## config.mk

```make
export PLATFORM = sky130hd
export DESIGN_NAME = maxpool_stage
export DESIGN_NICKNAME = d
export VERILOG_FILES = /design/src/rtl/cnn_pkg.sv /design/src/rtl/maxpool_addr_gen.sv /design/src/rtl/maxpool_stage.sv
export SDC_FILE = /design/constraint.sdc
export NUM_CORES = 1
export LEC_CHECK = 0
export CELL_PAD_IN_SITES_DETAIL_PLACEMENT = 1
export CELL_PAD_IN_SITES_GLOBAL_PLACEMENT = 2
export CORE_ASPECT_RATIO = 1.2
export CORE_MARGIN = 5
export CORE_UTILIZATION = 35
export CTS_CLUSTER_DIAMETER = 80
export DETAILED_ROUTE_END_ITERATION = 8
export PLACE_DENSITY = 0.81
export SYNTH_ARGS = -nofsm -noshare
export SYNTH_HDL_FRONTEND = slang
export SYNTH_SLANG_ARGS = --single-unit
```

## constraint.sdc

```tcl
create_clock -name clk -period 9 [get_ports clk]
set_input_delay 2.7 -clock clk [delete_from_list [all_inputs] [get_ports clk]]
set_output_delay 2.7 -clock clk [all_outputs]
set_load 0.01 [all_outputs]
```

## src/rtl/cnn_pkg.sv

```systemverilog
// Shared CNN layer definitions: pooling FSM states, default sample width
// and a signed max helper reused by other layers.
package cnn_pkg;

  localparam int DATA_W_DEF = 16;

  // Width of the generic max2 operands; callers sign-extend into it and
  // truncate the result back to their own sample width.
  localparam int MAX2_W = 64;

  typedef enum logic [2:0] {
    ST_IDLE,
    ST_R0,
    ST_R1,
    ST_R2,
    ST_R3,
    ST_WR,
    ST_DONE
  } pool_state_t;

  // Signed two's complement max; on a tie the first operand is kept.
  function automatic logic signed [MAX2_W-1:0] max2(
    input logic signed [MAX2_W-1:0] a,
    input logic signed [MAX2_W-1:0] b
  );
    return (b > a) ? b : a;
  endfunction

endpackage

```

## src/rtl/maxpool_addr_gen.sv

```systemverilog
// Address generator for the 2x2/stride-2 max-pool sweep. Walks windows in
// channel, row, column order and the four elements of each window in
// (0,0),(0,1),(1,0),(1,1) order. Window bases are kept incrementally so no
// multipliers are needed.
module maxpool_addr_gen #(
  parameter int IN_H   = 28,
  parameter int IN_W   = 28,
  parameter int CH     = 1,
  parameter int ADDR_W = 16
) (
  input  logic              clk,
  input  logic              rst,
  input  logic              elem_step,
  input  logic              win_step,
  output logic [ADDR_W-1:0] rd_addr,
  output logic [ADDR_W-1:0] wr_addr,
  output logic              last_window
);

  localparam int OH = IN_H / 2;
  localparam int OW = IN_W / 2;

  localparam logic [ADDR_W-1:0] CH_LAST  = ADDR_W'(CH - 1);
  localparam logic [ADDR_W-1:0] R_LAST   = ADDR_W'(OH - 1);
  localparam logic [ADDR_W-1:0] C_LAST   = ADDR_W'(OW - 1);
  localparam logic [ADDR_W-1:0] W_OFF    = ADDR_W'(IN_W);
  localparam logic [ADDR_W-1:0] ROW_STEP = ADDR_W'(2 * IN_W);
  localparam logic [ADDR_W-1:0] PLANE    = ADDR_W'(IN_H * IN_W);
  localparam logic [ADDR_W-1:0] COL_STEP = ADDR_W'(2);

  logic [ADDR_W-1:0] ch_q, r_q, c_q;
  logic              dy_q, dx_q;
  logic [ADDR_W-1:0] ch_base_q, row_base_q, win_base_q, wr_addr_q;

  assign last_window = (ch_q == CH_LAST) && (r_q == R_LAST) && (c_q == C_LAST);

  assign rd_addr = win_base_q + (dy_q ? W_OFF : '0) + {{(ADDR_W-1){1'b0}}, dx_q};
  assign wr_addr = wr_addr_q;

  // Element and window counters; everything returns to zero after the last window.
  always_ff @(posedge clk) begin
    if (rst) begin
      ch_q       <= '0;
      r_q        <= '0;
      c_q        <= '0;
      dy_q       <= 1'b0;
      dx_q       <= 1'b0;
      ch_base_q  <= '0;
      row_base_q <= '0;
      win_base_q <= '0;
      wr_addr_q  <= '0;
    end else if (elem_step) begin
      {dy_q, dx_q} <= {dy_q, dx_q} + 2'd1;
    end else if (win_step) begin
      if (last_window) begin
        ch_q       <= '0;
        r_q        <= '0;
        c_q        <= '0;
        ch_base_q  <= '0;
        row_base_q <= '0;
        win_base_q <= '0;
        wr_addr_q  <= '0;
      end else begin
        wr_addr_q <= wr_addr_q + 1'b1;
        if (c_q != C_LAST) begin
          c_q        <= c_q + 1'b1;
          win_base_q <= win_base_q + COL_STEP;
        end else if (r_q != R_LAST) begin
          c_q        <= '0;
          r_q        <= r_q + 1'b1;
          row_base_q <= row_base_q + ROW_STEP;
          win_base_q <= row_base_q + ROW_STEP;
        end else begin
          c_q        <= '0;
          r_q        <= '0;
          ch_q       <= ch_q + 1'b1;
          ch_base_q  <= ch_base_q + PLANE;
          row_base_q <= ch_base_q + PLANE;
          win_base_q <= ch_base_q + PLANE;
        end
      end
    end
  end

endmodule

```

## src/rtl/maxpool_stage.sv

```systemverilog
// 2x2 stride-2 signed max-pool stage driven by a one-cycle start pulse.
// Optional macro MAXPOOL_RELU_EN fuses a ReLU clamp onto the written value.
module maxpool_stage
  import cnn_pkg::*;
#(
  parameter int DATA_W = DATA_W_DEF,
  parameter int IN_H   = 28,
  parameter int IN_W   = 28,
  parameter int CH     = 1,
  parameter int ADDR_W = 16
) (
  input  logic              clk,
  input  logic              rst,
  input  logic              start,
  output logic              busy,
  output logic              done,
  output logic              rd_en,
  output logic [ADDR_W-1:0] rd_addr,
  input  logic [DATA_W-1:0] rd_data,
  output logic              wr_en,
  output logic [ADDR_W-1:0] wr_addr,
  output logic [DATA_W-1:0] wr_data
);

  localparam int OH    = IN_H / 2;
  localparam int OW    = IN_W / 2;
  localparam bit EMPTY = (OH == 0) || (OW == 0) || (CH == 0);

  pool_state_t state_q, state_d;

  logic signed [DATA_W-1:0] acc_q;
  logic signed [DATA_W-1:0] rd_s;
  logic signed [DATA_W-1:0] win_max;
  logic signed [DATA_W-1:0] wr_val;
  logic [ADDR_W-1:0]        rd_addr_g, wr_addr_g;
  logic                     last_window;

  assign rd_s    = $signed(rd_data);
  assign win_max = DATA_W'(max2(MAX2_W'(acc_q), MAX2_W'(rd_s)));

`ifdef MAXPOOL_RELU_EN
  assign wr_val = win_max[DATA_W-1] ? '0 : win_max;
`else
  assign wr_val = win_max;
`endif

  maxpool_addr_gen #(
    .IN_H   (IN_H),
    .IN_W   (IN_W),
    .CH     (CH),
    .ADDR_W (ADDR_W)
  ) u_addr_gen (
    .clk         (clk),
    .rst         (rst),
    .elem_step   (rd_en),
    .win_step    (wr_en),
    .rd_addr     (rd_addr_g),
    .wr_addr     (wr_addr_g),
    .last_window (last_window)
  );

  // State register; reset wins over a coincident start.
  always_ff @(posedge clk) begin
    if (rst) state_q <= ST_IDLE;
    else     state_q <= state_d;
  end

  // Running window maximum; data read in R0 arrives in R1.
  always_ff @(posedge clk) begin
    if (rst) begin
      acc_q <= '0;
    end else begin
      case (state_q)
        ST_R1:        acc_q <= rd_s;
        ST_R2, ST_R3: acc_q <= win_max;
        default:      acc_q <= acc_q;
      endcase
    end
  end

  // Next-state and strobe decode; start outside IDLE is ignored.
  always_comb begin
    state_d = state_q;
    busy    = 1'b0;
    done    = 1'b0;
    rd_en   = 1'b0;
    wr_en   = 1'b0;
    case (state_q)
      ST_IDLE: begin
        if (start) state_d = EMPTY ? ST_DONE : ST_R0;
      end
      ST_R0: begin
        busy = 1'b1; rd_en = 1'b1; state_d = ST_R1;
      end
      ST_R1: begin
        busy = 1'b1; rd_en = 1'b1; state_d = ST_R2;
      end
      ST_R2: begin
        busy = 1'b1; rd_en = 1'b1; state_d = ST_R3;
      end
      ST_R3: begin
        busy = 1'b1; rd_en = 1'b1; state_d = ST_WR;
      end
      ST_WR: begin
        busy    = 1'b1;
        wr_en   = 1'b1;
        state_d = last_window ? ST_DONE : ST_R0;
      end
      ST_DONE: begin
        done    = 1'b1;
        state_d = ST_IDLE;
      end
      default: state_d = ST_IDLE;
    endcase
  end

  // Addresses and data are held at zero whenever their strobe is low.
  assign rd_addr = rd_en ? rd_addr_g : '0;
  assign wr_addr = wr_en ? wr_addr_g : '0;
  assign wr_data = wr_en ? wr_val    : '0;

endmodule

```

==> flow_metrics.env <==
export IMPL_setup_viol=0
export IMPL_cp_end_kind="primary output"
export IMPL_fp_coreArea_sq_um=21100
export IMPL_min_path_type="flip-flop to flip-flop"
export IMPL_yosysWarningCount=0
export IMPL_hold_viol=0
export IMPL_fmax_mhz=115
export IMPL_arrival_ns=5.98
export IMPL_synth_distinct_cells=59
export IMPL_fillCellCount=2557
export IMPL_initial_utilization_pct=35.7
export IMPL_finalSetupTns_ns=0
export IMPL_ys_ff_latch=129
export IMPL_track_usage_pct=18.0
export IMPL_post_drt_via_cell_ratio=5.42
export IMPL_cts_sinks=129
export IMPL_htreeDepth=4
export IMPL_synth_fp_nets=997
export IMPL_antenna_found_initial=0
export IMPL_fin_total_pwr_mw=1.42
export IMPL_postCtsSetupBuffers=0
export IMPL_p_per_area_nw_per_um2=156
export IMPL_vdd_drop_max_uv=127
export IMPL_syn_area_sq_um=7530
export IMPL_grt_max_degree=66
export IMPL_dpl_cell_area_sq_um=8480
export IMPL_synth_edff_count=0
export IMPL_p_leak_nw=3.15
export IMPL_crit_path_max_fanout=12
export IMPL_drt_total_wl_mm=21.2
export IMPL_synth_cells=946
export IMPL_drt_iter0_markers=271
export IMPL_yosysSeqAreaShare_pct=34.3
export IMPL_clk_insertion_delay_late_ns=0.43
export IMPL_fp_dieH_um=171
export IMPL_start_kind="primary input"
export IMPL_io_pins=71
export IMPL_place_gp_congestion=0.834
export IMPL_worst_slew_pin_slew_ns=1.17
export IMPL_cts_tree="done"
export IMPL_antenna_left=0
export IMPL_finalMaxSlewViolations=0
export IMPL_period_share_pct=96.4
export IMPL_grt_pass1_wl_mm=36.3
export IMPL_cts_buffer_depth=2
export IMPL_holdBufCountCts=0
export IMPL_dp_hpwl_mm=14.9
export IMPL_fp_dieW_um=144
export IMPL_cts_buffers=17
export IMPL_async_flop_share_pct=0
export IMPL_rsz0062_at_grt="false"
export IMPL_cts_resized=0
export IMPL_root_buffer="clkbuf_16"
export IMPL_fin_ws_ns=0.325
export IMPL_num_rows=58
export IMPL_area_delta_synth_final_pct=20.4
export IMPL_grt_overflow_total=0
export IMPL_required_ns=6.30
export IMPL_clk_pin_slew_ns=0.06
export IMPL_outcome="finished clean"
export IMPL_fin_skew_ns=0.0171
export IMPL_slew_headroom_pct=21.4
export IMPL_num_vias=6951
export IMPL_drc_errors=0
export IMPL_grt_pass1_vias=7239
export IMPL_port_buffer_count=70
export IMPL_holdWs_ns=0.465
export IMPL_final_cell_area_sq_um=9070
export IMPL_drive_gt1_share_pct=5.53
export IMPL_insertedDiodeCount=0
export IMPL_path_class="primary input to primary output"
export IMPL_maxCapViolations=0
export IMPL_wl_per_cell_um=16.5
export IMPL_fin_nets=1051
export IMPL_die_area_sq_um=24600
export IMPL_min_period_ns=8.68
export IMPL_syn_avg_cell_area_sq_um=7.96
export IMPL_dp_slack_ns=0.316
export IMPL_drt_pre_antenna_iters=4
export IMPL_ys_flop_type="dfxtp_1"
[worst paths after layout]
path	start	to	slack, ns	depth (start not counted)
max	rd_data[15]	wr_data[9]	0.32	10
min	u_addr_gen.row_base_q[2]	u_addr_gen.row_base_q[2]	0.47	1
max reg2reg	state_q[2]	u_addr_gen.win_base_q[9]	5.50	7
min reg2reg	u_addr_gen.row_base_q[2]	u_addr_gen.row_base_q[2]	0.47	1
[report_power, final]
group / switching [mW] / internal (mW) / leakage [nW] / total (mW)
Combinational: 0.0685 / 0.0507 / 1.83 / 0.119
Clock: 0.294 / 0.416 / 0.285 / 0.709
Sequential: 0.00931 / 0.579 / 1.04 / 0.589
Total: 0.371 / 1.05 / 3.15 / 1.42
[cell type report]
type	count	area, sq um	share of cell area (%)
Multi-Input combinational cell	733	4620	50.9
Sequential cell	129	2580	28.5
Timing Repair Buffer	81	791	8.72
Clock buffer	17	425	4.69
Tap cell	270	338	3.72
Clock inverter	15	171	1.89
Inverter	38	143	1.57
[through the flow]
stage,utilization [%],instances
after floorplan,-,946
after global placement,40.1,1251
after detailed placement,40.1,1251
after CTS,43.0,1283
after global routing,43.0,1283
final,43.0,1283
[cell usage after synthesis (3+ instances only)]
library cell  instances  area [sq um]
xor2_1               57           499
buf_2                 3          15.0
nor2_1              118           443
a21o_1                4          30.0
o21ai_0              34           170
or3_1                13          81.3
nor3b_1               3          22.5
ha_1                 32           400
and2_1               26           163
a21oi_1              56           280
and3_1               11          68.8
inv_1                38           143
clkbuf_1             39           146
nand3_1              46           230
xnor2_1              36           315
nor4b_1               3          26.3
nor2b_1               6          37.5
a31oi_1               5          31.3
a22o_1                8          70.1
o22ai_1               8          50.1
and4_1                7          61.3
nand2_1              68           255
nand2b_1             36           225
o32ai_1               4          35.0
nor3_1               21           105
o31ai_1              19           143
mux2i_1              16           160
nand4_1              50           313
dfxtp_1             129          2580
o21bai_1              3          22.5
nor4_1               10          62.6
[flip-flops by register name (all words and copies together) (netlist names)]
signal                 cells
u_addr_gen.row_base_q     16
u_addr_gen.dy_q            1
u_addr_gen.ch_q           16
acc_q                     16
u_addr_gen.c_q            16
u_addr_gen.ch_base_q      12
u_addr_gen.wr_addr        16
state_q                    3
u_addr_gen.dx_q            1
u_addr_gen.win_base_q     16
u_addr_gen.r_q            16
[critical path, stage by stage]
cell	delay, ns
clkdlybuf4s50_1	0.47
ha_1	0.42
nand4_2	0.18
nor4_2	0.40
a21bo_2	0.30
a31oi_2	0.46
buf_12	0.21
o31ai_1	0.06
a21oi_1	0.20
clkdlybuf4s50_1	0.57
[layer usage]
metal / share of wire, % / up-vias / wire (um) / GRT usage [%]
li1: - / 3443 / - / -
met1: 45 / 3408 / 9580 / 22.1
met2: 50 / 82 / 10700 / 31.7
met3: 3.4 / 18 / 723 / 4.14
met4: 1.0 / 0 / 216 / 4.18
met5: 0 / - / 0 / 0
[cells in the final DEF, fill, tap and decap left out, types with 3 or more instances in the layout]
cell type / n
nor2b_1: 6
nand2_1: 68
a22o_1: 8
o32ai_1: 4
clkinvlp_4: 3
o21ai_0: 34
buf_4: 10
clkbuf_16: 17
a21oi_1: 56
nor3_1: 21
dfxtp_1: 129
nand3_1: 46
a21o_1: 4
nand4_1: 50
and3_1: 11
o31ai_1: 19
nor2_1: 118
ha_1: 32
nor3b_1: 3
clkdlybuf4s50_1: 69
xnor2_1: 36
mux2i_1: 16
xor2_1: 57
nor4_1: 10
and2_1: 26
a31oi_1: 5
inv_1: 38
nor4b_1: 3
and4_1: 7
nand2b_1: 36
or3_1: 13
inv_6: 5
o22ai_1: 8
[cell families after synthesis]
kind of cell	after synthesis	share of synthesized area, %
and+or+nand+nor	428	29.1
AOI/OAI and AO/OA	164	13.9
DFF	129	34.3
xor gates and xnor gates	93	10.8
buffers and inverters	84	4.43
adders and majority gates	32	5.31
muxes	16	2.13
No activity file was read; power rests on OpenSTA's default activity.
